`config.mk`:
```
export PLATFORM = sky130hd
export DESIGN_NAME = adc_clk_supervisor
export DESIGN_NICKNAME = d
export VERILOG_FILES = /design/src/rtl/adc_if_pkg.sv /design/src/rtl/adc_tog_sync.sv /design/src/rtl/adc_clk_supervisor.sv
export SDC_FILE = /design/constraint.sdc
export NUM_CORES = 1
export LEC_CHECK = 0
export ABC_CLOCK_PERIOD_IN_PS = 3240
export BUFFER_PORTS_ARGS = -buffer_cell sky130_fd_sc_hd__buf_2
export CAP_MARGIN = 25
export CORE_AREA = 5 5 83 85
export DETAILED_ROUTE_END_ITERATION = 16
export DIE_AREA = 0 0 88 90
export PLACE_DENSITY = 0.66
export SLEW_MARGIN = 10
export SYNTH_ARGS = -nofsm -noshare
export SYNTH_HDL_FRONTEND = slang
export SYNTH_SLANG_ARGS = --single-unit
```
`constraint.sdc`:
```
create_clock -name clk -period 3.24 [get_ports clk]
set_input_delay 0.162 -clock clk [delete_from_list [all_inputs] [get_ports clk]]
set_output_delay 0.162 -clock clk [all_outputs]
set_load 0.005 [all_outputs]
```
`src/rtl/adc_if_pkg.sv`:
```
// ---------------------------------------------------------------------------
// adc_if_pkg
//   Shared definitions for the ADC clock supervisor.
//   - FSM state codes (also exported on the status port)
//   - Default legal edge-count range, derived from the nominal clocking:
//       sys clk 100 MHz, ADC clk 150 MHz, toggle divider 8, gate 1024 clk.
//       Both toggle edges count, so nominal = 1024*2*150/(8*2*100) = 192.
//       Tolerance is +/-4%, rounded outward to whole counts (+/-8).
// ---------------------------------------------------------------------------
package adc_if_pkg;

  localparam logic [1:0] ST_MEASURE = 2'd0;
  localparam logic [1:0] ST_SETTLE  = 2'd1;
  localparam logic [1:0] ST_HOLD    = 2'd2;
  localparam logic [1:0] ST_RUN     = 2'd3;

  typedef enum logic [1:0] {
    MEASURE = ST_MEASURE,
    SETTLE  = ST_SETTLE,
    HOLD    = ST_HOLD,
    RUN     = ST_RUN
  } adc_state_e;

  localparam int SYS_MHZ  = 100;
  localparam int ADC_MHZ  = 150;
  localparam int TOG_DIV  = 8;
  localparam int DEF_GATE = 1024;
  localparam int TOL_PCT  = 4;

  // Edges per gate window at nominal frequencies.
  localparam int NOM_CNT = (DEF_GATE * 2 * ADC_MHZ) / (TOG_DIV * 2 * SYS_MHZ);

  // Tolerance in counts, rounded up so the legal window never shrinks.
  function automatic int tol_counts(input int nom, input int pct);
    return (nom * pct + 99) / 100;
  endfunction

  localparam int DEF_CNT_MIN = NOM_CNT - tol_counts(NOM_CNT, TOL_PCT);  // 184
  localparam int DEF_CNT_MAX = NOM_CNT + tol_counts(NOM_CNT, TOL_PCT);  // 200

endpackage

```
`src/rtl/adc_tog_sync.sv`:
```
// ---------------------------------------------------------------------------
// adc_tog_sync
//   Brings the ADC-domain toggle bit into the system clock domain and turns
//   each transition (rising or falling) into a single-cycle pulse.
//   Two flops resolve metastability; the third flop holds the previous
//   synchronized value so the XOR sees only settled data.
//   Pin-to-pulse latency is 2-3 clk depending on sampling phase.
// Ports
//   clk     in   system clock
//   rst     in   async active-high reset
//   tog     in   ADC-domain toggle bit (asynchronous)
//   edge_p  out  1-cycle pulse per toggle transition
// ---------------------------------------------------------------------------
module adc_tog_sync (
  input  logic clk,
  input  logic rst,
  input  logic tog,
  output logic edge_p
);

  // [0]=first sync flop, [1]=second sync flop, [2]=delayed copy
  logic [2:0] sync_q;

  always_ff @(posedge clk or posedge rst) begin
    if (rst) sync_q <= '0;
    else     sync_q <= {sync_q[1:0], tog};
  end

  assign edge_p = sync_q[1] ^ sync_q[2];

endmodule

```
`src/rtl/adc_clk_supervisor.sv`:
```
// ---------------------------------------------------------------------------
// adc_clk_supervisor
//   Measures the ADC sample clock by counting toggle edges over fixed gate
//   windows of the system clock, and sequences the ADC interface reset:
//     MEASURE -> (good window) -> SETTLE -> (GOOD_WINDOWS in a row) -> HOLD
//     -> (RST_HOLD clk) -> RUN.  A bad window in RUN sets the sticky lost
//     flag and drops back to MEASURE.
// Ports
//   clk           in   system clock
//   rst           in   async active-high reset
//   adc_clk_tog   in   ADC-domain toggle bit (asynchronous)
//   restart       in   1-cycle pulse: restart acquisition from MEASURE
//   clr_lost      in   1-cycle pulse: clear adc_clk_lost
//   adc_rst       out  ADC interface reset, low only in RUN
//   adc_clk_ok    out  high only in RUN
//   adc_clk_lost  out  sticky, set by a bad window while in RUN
//   adc_cnt       out  edge count of the last completed window
//   cnt_valid     out  1-cycle pulse when adc_cnt updates
//   state         out  FSM state code
// ---------------------------------------------------------------------------
module adc_clk_supervisor
  import adc_if_pkg::*;
#(
  parameter int GATE_CYCLES  = 1024,
  parameter int CNT_W        = 16,
  parameter int CNT_MIN      = DEF_CNT_MIN,
  parameter int CNT_MAX      = DEF_CNT_MAX,
  parameter int GOOD_WINDOWS = 4,
  parameter int RST_HOLD     = 16
) (
  input  logic             clk,
  input  logic             rst,
  input  logic             adc_clk_tog,
  input  logic             restart,
  input  logic             clr_lost,
  output logic             adc_rst,
  output logic             adc_clk_ok,
  output logic             adc_clk_lost,
  output logic [CNT_W-1:0] adc_cnt,
  output logic             cnt_valid,
  output logic [1:0]       state
);

  localparam int GW   = (GATE_CYCLES > 1) ? $clog2(GATE_CYCLES) : 1;
  localparam int GC_W = $clog2(GOOD_WINDOWS + 1);
  localparam int HC_W = (RST_HOLD > 1) ? $clog2(RST_HOLD) : 1;

  localparam logic [GW-1:0]    GATE_LAST = GW'(GATE_CYCLES - 1);
  localparam logic [CNT_W-1:0] CNT_SAT   = '1;
  localparam logic [CNT_W-1:0] MIN_C     = CNT_W'(CNT_MIN);
  localparam logic [CNT_W-1:0] MAX_C     = CNT_W'(CNT_MAX);
  localparam logic [GC_W-1:0]  GOOD_LAST = GC_W'(GOOD_WINDOWS - 1);
  localparam logic [HC_W-1:0]  HOLD_LAST = HC_W'(RST_HOLD - 1);

  logic             edge_p;
  logic [GW-1:0]    gate_cnt;
  logic [CNT_W-1:0] edge_cnt;
  logic [CNT_W-1:0] cnt_fin;
  logic             win_end;
  logic             win_good;

  adc_state_e       state_q, state_nx;
  logic [GC_W-1:0]  good_cnt, good_nx;
  logic [HC_W-1:0]  hold_cnt;
  logic             lost_set;

  // -------------------------------------------------------------------------
  // Toggle synchronizer
  // -------------------------------------------------------------------------
  adc_tog_sync u_sync (
    .clk    (clk),
    .rst    (rst),
    .tog    (adc_clk_tog),
    .edge_p (edge_p)
  );

  // -------------------------------------------------------------------------
  // Gate window and edge count
  //   edge_cnt holds edges seen in cycles before the current one; cnt_fin
  //   adds the current cycle's edge, so an edge in the last gate cycle lands
  //   in the window that is closing, and the counter restarts clean.
  // -------------------------------------------------------------------------
  always_comb begin
    win_end  = (gate_cnt == GATE_LAST);
    cnt_fin  = (edge_p && (edge_cnt != CNT_SAT)) ? edge_cnt + 1'b1 : edge_cnt;
    win_good = (cnt_fin >= MIN_C) && (cnt_fin <= MAX_C);
  end

  always_ff @(posedge clk or posedge rst) begin
    if (rst) begin
      gate_cnt  <= '0;
      edge_cnt  <= '0;
      adc_cnt   <= '0;
      cnt_valid <= 1'b0;
    end else if (restart) begin
      // Partial window is discarded; adc_cnt keeps the last full result.
      gate_cnt  <= '0;
      edge_cnt  <= '0;
      cnt_valid <= 1'b0;
    end else begin
      cnt_valid <= win_end;
      if (win_end) begin
        gate_cnt <= '0;
        edge_cnt <= '0;
        adc_cnt  <= cnt_fin;
      end else begin
        gate_cnt <= gate_cnt + 1'b1;
        edge_cnt <= cnt_fin;
      end
    end
  end

  // -------------------------------------------------------------------------
  // Next-state decode. Window decisions use cnt_fin, i.e. the value adc_cnt
  // takes at the same edge, so status and count stay consistent.
  // -------------------------------------------------------------------------
  always_comb begin
    state_nx = state_q;
    good_nx  = good_cnt;
    lost_set = 1'b0;
    if (restart) begin
      state_nx = MEASURE;
      good_nx  = '0;
    end else begin
      unique case (state_q)
        MEASURE: begin
          if (win_end && win_good) begin
            good_nx  = GC_W'(1);
            state_nx = (GOOD_WINDOWS == 1) ? HOLD : SETTLE;
          end
        end
        SETTLE: begin
          if (win_end) begin
            if (win_good) begin
              good_nx = good_cnt + 1'b1;
              if (good_cnt == GOOD_LAST) state_nx = HOLD;
            end else begin
              good_nx  = '0;
              state_nx = MEASURE;
            end
          end
        end
        HOLD: begin
          // Window results are ignored while the ADC reset is being held.
          if (hold_cnt == HOLD_LAST) state_nx = RUN;
        end
        RUN: begin
          if (win_end && !win_good) begin
            lost_set = 1'b1;
            good_nx  = '0;
            state_nx = MEASURE;
          end
        end
        default: begin
          state_nx = MEASURE;
          good_nx  = '0;
        end
      endcase
    end
  end

  // -------------------------------------------------------------------------
  // State register and registered outputs. adc_rst/adc_clk_ok decode the
  // next state so they change in the same cycle the state does.
  // -------------------------------------------------------------------------
  always_ff @(posedge clk or posedge rst) begin
    if (rst) begin
      state_q      <= MEASURE;
      good_cnt     <= '0;
      hold_cnt     <= '0;
      adc_rst      <= 1'b1;
      adc_clk_ok   <= 1'b0;
      adc_clk_lost <= 1'b0;
    end else begin
      state_q    <= state_nx;
      good_cnt   <= good_nx;
      hold_cnt   <= (state_q == HOLD && state_nx == HOLD) ? hold_cnt + 1'b1 : '0;
      adc_rst    <= (state_nx != RUN);
      adc_clk_ok <= (state_nx == RUN);
      // A set event beats a simultaneous clear.
      if (lost_set)      adc_clk_lost <= 1'b1;
      else if (clr_lost) adc_clk_lost <= 1'b0;
    end
  end

  assign state = state_q;

endmodule

```
==> key figures, run 1 <==
Die
  • FP Rows: 29
  • Starting Density: 47.6%
  • Die area: 7920 um2
  • Core area: 6130 um2
  • Chip Width: 88 um
  • Die height: 90 um
  • Io pins: 27

Finish
  • Area of the multi-input gates: 1390 um2
  • Register Area: 1450 um2
  • Share of cells above drive strength 1: 19.0%
  • Ant. Diodes: 0
  • Final net count: 342
  • Final instance area: 3330 um2
  • Final design utilization: 54.3%
  • Layout area overhead: 14.1%
  • Filler cells: 545

Timing
  • Final period utilization: 86.1%
  • Fmax: 358 MHz
  • Final Skew: 9.55 ps
  • Rel. slew slack: 49.3%
  • Fin Setup TNS: 0 ps
  • Final Hold Viols: 0
  • Min cycle time layout: 2790 ps
  • Setup violators final: 0
  • RSZ-0062 raised after global routing: no
  • Final slew viol count: 0
  • Final WS setup: 449 ps
  • Worst-Margin Slew: 759 ps

Synth
  • Area fraction in compound gates after synthesis: 11.6%
  • Post-synth top area cell: dfrtp_1
  • Synth cell types: 60
  • Largest family of logic cells by synthesized area: simple AND/OR/NAND/NOR gates
  • FF+latch count, synth: 58
  • Post-synth EDFFs: 0
  • Area share of the largest cell type after synthesis: 48.9%
  • Synth async-reset ratio: 100%
  • Synth Area per Inst: 9.80 um2
  • Ys flop type: dfrtp_1
  • Yosys warns: 0
  • Mux cell area share after synthesis: 1.41%
  • Simple-gate area share of the yosys netlist: 25.6%
  • Mapped Cells: 298
  • Synth area leaders: dfrtp_1 (49%), nor2_1 (7.8%), xnor2_1 (4.2%)
  • Seq/Total Area, Yosys: 49.8%
  • Synth Area in Adders: 2.14%
  • Syn Nets: 308
  • Xor/xnor share of the synthesized area: 6.86%
  • Mapped Area: 2920 um2

Setup path
  • CP Launch Type: flip-flop
  • Crit Path Class: reg2reg
  • Worst EP required: 3480 ps
  • CP arrival: 3030 ps
  • CP max FO: 6
  • Crit path capture type: flip-flop

Route
  • 1st-iter DRT viols: 160
  • Drt drc: 0
  • Top sig layer: met4
  • Drt pass-1 iters: 4
  • Via density: 5.39
  • M1 WL: 2.65 mm
  • Vias: 2233
  • Drt total wl: 5.80 mm
  • Met3 WL: 297 um
  • Met2 routed WL: 2.74 mm
  • Antenna-violating nets left: 0
  • Wire length per cell: 14.0 um

Clock tree
  • TritonCTS clock tree: done
  • Root buf cell: clkbuf_8
  • Htree depth: 3
  • # resized after CTS: 0
  • Clock transition at path regs: 60 ps
  • Post-CTS setup buffers: 0
  • TritonCTS Buffers: 9
  • Hold_buf cts: 2
  • Clock sinks: 58
  • Clk_lat worst skew: 340 ps
  • Clock buffer depth: 2

Outcome
  • Outcome: complete, no violations

Place
  • Dpl hpwl: 4.13 mm
  • Place WS: 464 ps
  • Area after DPL: 3140 um2
  • Gpl congestion: 0.908
  • PortBufs: 26

GRT
  • Global Route Usage Sum: 16.5%
  • First-pass GRT wire length: 10.4 mm
  • Largest net degree at the start of global routing: 38
  • Grt total ovfl: 0
  • Vias in the first global route: 2219
  • Initial antenna violation count: 0

Job
  • Total of max-cap violations: 0

Pwr
  • Pwr Density: 429 nW/um2
  • Pleak: 0.00148 uW
  • Max IR drop VDD: 0.000286 V

Worst hold path
  • Hold Path Class: in2reg
==> cell type report <==
type	instances	area share, %
flip-flops and latches	58	43.6
clock buffers	13	4.77
repair buffers	32	5.41
clock inverters	3	0.451
multi-input cells	221	41.7
well taps	77	2.89
inverters	10	1.13
==> Yosys cell counts, drive strengths merged (6+ instances only) <==
cell,count
a21oi,15
and3,7
clkbuf,7
dfrtp,57
inv,10
nand2,19
nand3,15
nand4,6
nor2,61
o21ai,9
xnor2,14
xor2,8
==> registers in the layout (all words and copies together), names as in the netlist <==
register	cells
state	2
good_cnt	3
cnt_valid	1
adc_rst	1
adc_cnt	16
edge_cnt	16
gate_cnt	10
adc_clk_lost	1
hold_cnt	4
u_sync.sync_q	3
adc_clk_ok	1
==> worst paths after layout <==
kind,startpoint,endpoint,slack (ps),cells after the start
max,edge_cnt[0],good_cnt[2],450,8
min,clr_lost,adc_clk_lost,120,3
max reg2reg,edge_cnt[0],good_cnt[2],450,8
min reg2reg,u_sync.sync_q[0],u_sync.sync_q[1],350,0
max in group asynchronous,rst,adc_rst,1900,4
min in group asynchronous,rst,gate_cnt[8],510,3
==> stage by stage <==
stage / power, uW / hold slack, ps / instances
floorplan: 827 / 193 / 298
global placement: 857 / 274 / 396
detailed placement: 859 / 282 / 396
CTS: 1450 / 104 / 414
global route: 1500 / 122 / 414
finish: 1430 / 118 / 414
==> cells in the final DEF, fill, tap and decap left out, types with 3 or more instances in the layout <==
cell,netlist,layout
nor4b_1,3,3
o21ai_0,7,7
inv_1,10,9
ha_1,5,5
o211ai_1,3,3
buf_2,1,26
nand2b_1,5,5
o31ai_1,3,3
nand4b_1,3,3
and2_1,3,3
nor3_1,3,3
nand2_1,19,19
xnor2_1,14,14
clkinv_2,0,3
buf_4,1,4
a21oi_1,15,15
dfrtp_1,57,57
mux2i_1,3,3
nand4_1,4,4
a31oi_1,5,5
xor2_1,7,7
and3_1,5,5
nand3_1,15,15
clkbuf_8,0,11
nor2_1,61,61
==> worst max-delay path, stage by stage (launching register included) <==
cell and delay (ps):
dfrtp_1 430, ha_1 290, nand4_1 280, o41ai_2 430, mux2_1 360, a211o_1 290
a31o_2 240, and2_4 160, o311ai_4 230
==> metal layers <==
layer	GRT usage, %	up-vias
li1	-	1110
met1	22.3	1069
met2	25.2	45
met3	4.75	9
met4	5.75	0
met5	0	-
==> kinds of logic (layout without fill, tap and decap cells) <==
group | after synthesis | after routing
compound gates | 48 | 48
xor+xnor | 22 | 22
fa+ha+maj | 5 | 5
buf+inv | 19 | 58
flops | 58 | 58
mux | 4 | 4
simple gates | 142 | 142
==> where the power goes <==
part | leakage (uW) | switching (uW) | internal, uW | total, uW
Sequential | 0.000759 | 14.8 | 744 | 758
Combinational | 0.000624 | 52.8 | 35.4 | 88.2
Clock | 0.0000932 | 267 | 315 | 583
Total | 0.00148 | 335 | 1090 | 1430
Power figures use the tool's default switching activity.
==> run 2: changes to the inputs <==
--- a/config.mk
+++ b/config.mk
@@ -12,6 +12,7 @@
 export DETAILED_ROUTE_END_ITERATION = 16
 export DIE_AREA = 0 0 88 90
 export PLACE_DENSITY = 0.66
+export RECOVER_POWER = 50
 export SLEW_MARGIN = 10
 export SYNTH_ARGS = -nofsm -noshare
 export SYNTH_HDL_FRONTEND = slang
==> key figures, run 2 (same netlist as run 1, synthesis figures left out) <==
Setup path
  • CP arrival: 3030 ps
  • Worst EP required: 3480 ps
  • Crit path capture type: flip-flop
  • CP Launch Type: flip-flop
  • Crit Path Class: reg2reg
  • CP max FO: 6

Finish
  • Final net count: 342
  • Leading cell type in the layout, fill and taps excluded: nor2_1
  • Most frequent cells in the layout: nor2_1 (61), dfrtp_1 (57), nand2_1 (19)
  • Share of cells above drive strength 1: 15.1%
  • Layout area overhead: 13.5%
  • Top Registers: adc_cnt (16), edge_cnt (16), gate_cnt (10)
  • Ant. Diodes: 0

Die
  • FP Rows: 29
  • Chip Width: 88 um
  • Die height: 90 um
  • Die area: 7920 um2
  • Io pins: 27
  • Core area: 6130 um2
  • Starting Density: 47.6%

Clock tree
  • Clk_lat worst skew: 330 ps
  • Htree depth: 3
  • Clock transition at path regs: 60 ps
  • TritonCTS Buffers: 9
  • Root buf cell: clkbuf_8
  • Clock sinks: 58
  • Clock buffer depth: 2
  • TritonCTS clock tree: done

Place
  • PortBufs: 26
  • Gpl congestion: 0.908
  • Dpl hpwl: 4.13 mm

Route
  • 1st-iter DRT viols: 153
  • Wire length per cell: 13.9 um
  • Vias: 2213
  • Drt pass-1 iters: 4
  • Drt drc: 0
  • Antenna-violating nets left: 0
  • Drt total wl: 5.76 mm
  • Via density: 5.35

Timing
  • Final Skew: 9.23 ps
  • Fin Setup TNS: 0 ps
  • Final slew viol count: 0
  • RSZ-0062 raised after global routing: no
  • Rel. slew slack: 8.72%
  • Final Hold Viols: 0
  • Worst-Margin Slew: 1370 ps
  • Min cycle time layout: 2790 ps
  • Fmax: 358 MHz
  • Setup violators final: 0
  • Final period utilization: 86.1%

Outcome
  • Outcome: complete, no violations

GRT
  • Vias in the first global route: 2219
  • First-pass GRT wire length: 10.4 mm
  • Grt total ovfl: 0
  • Initial antenna violation count: 0
  • Largest net degree at the start of global routing: 38
  • Global Route Usage Sum: 16.5%

Worst hold path
  • Hold Path Class: in2reg

Pwr
  • Design Power: 1430 uW
  • Pleak: 0.00144 uW
  • Pwr Density: 430 nW/um2
  • Max IR drop VDD: 0.000284 V

Job
  • Total of max-cap violations: 0
-- run 2: cell types whose count changed in the layout (fill, tap and decap cells not counted) --
cell and delta:
clkbuf_1 +12, inv_1 +1, buf_4 -1, buf_2 -11, inv_2 -1
-- run 2: worst max-delay path: stages (launching register included) --
cell      delay, ps
dfrtp_1         430
ha_1            280
nand4_1         280
o41ai_2         430
mux2_1          360
a211o_1         290
a31o_2          240
and2_4          160
o311ai_4        230
-- run 2: layout make-up --
class	count	area [um2]
fill	550	2820
sequential	58	1450
multi-input combinational	221	1390
timing repair buffer	32	163
clock buffer	13	159
tap	77	96.3
inverter	10	37.5
clock inverter	3	15.0
-- run 2: metrics by stage --
stage	hold slack, ps	std cells	setup slack, ps	area (um2)	utilization, %
2_1_floorplan	193	298	508	2920	-
3_3_place_gp	274	396	553	3140	51.2
3_5_place_dp	282	396	464	3140	51.2
4_1_cts	104	414	460	3330	54.3
5_1_grt	122	414	251	3310	54.0
6_report	119	414	450	3310	54.0
-- run 2: timing repair --
item,4_1_cts,5_1_grt
gates resized for setup,0,0
hold buffers,2,0
endpoints found under the hold margin,37,0
buffers inserted,0,0
-- run 2: path summary, 6_finish.rpt --
path                                       start  depth (start not counted)                to  slack (ps)
min in group asynchronous                    rst                          3       gate_cnt[8]         760
max in group asynchronous                    rst                          4       edge_cnt[5]         810
worst max-delay path                 edge_cnt[0]                          8       good_cnt[2]         450
worst max register to register       edge_cnt[0]                          8       good_cnt[2]         450
worst min-delay path                    clr_lost                          3      adc_clk_lost         120
worst min register to register  u_sync.sync_q[0]                          0  u_sync.sync_q[1]         350
-- run 2: where the power goes --
part | switching, uW | internal [uW]
combinational | 52.3 | 33.3
clock | 266 | 315
sequential | 14.7 | 744
total | 333 | 1090
-- run 2: layer usage --
metal / vias to the layer above / part of all wire [%] / global-route usage [%]
li1: 1110 / - / -
met4: 0 / 1.7 / 5.75
met1: 1058 / 46 / 22.3
met2: 36 / 48 / 25.2
met5: - / 0 / 0
met3: 9 / 4.5 / 4.75
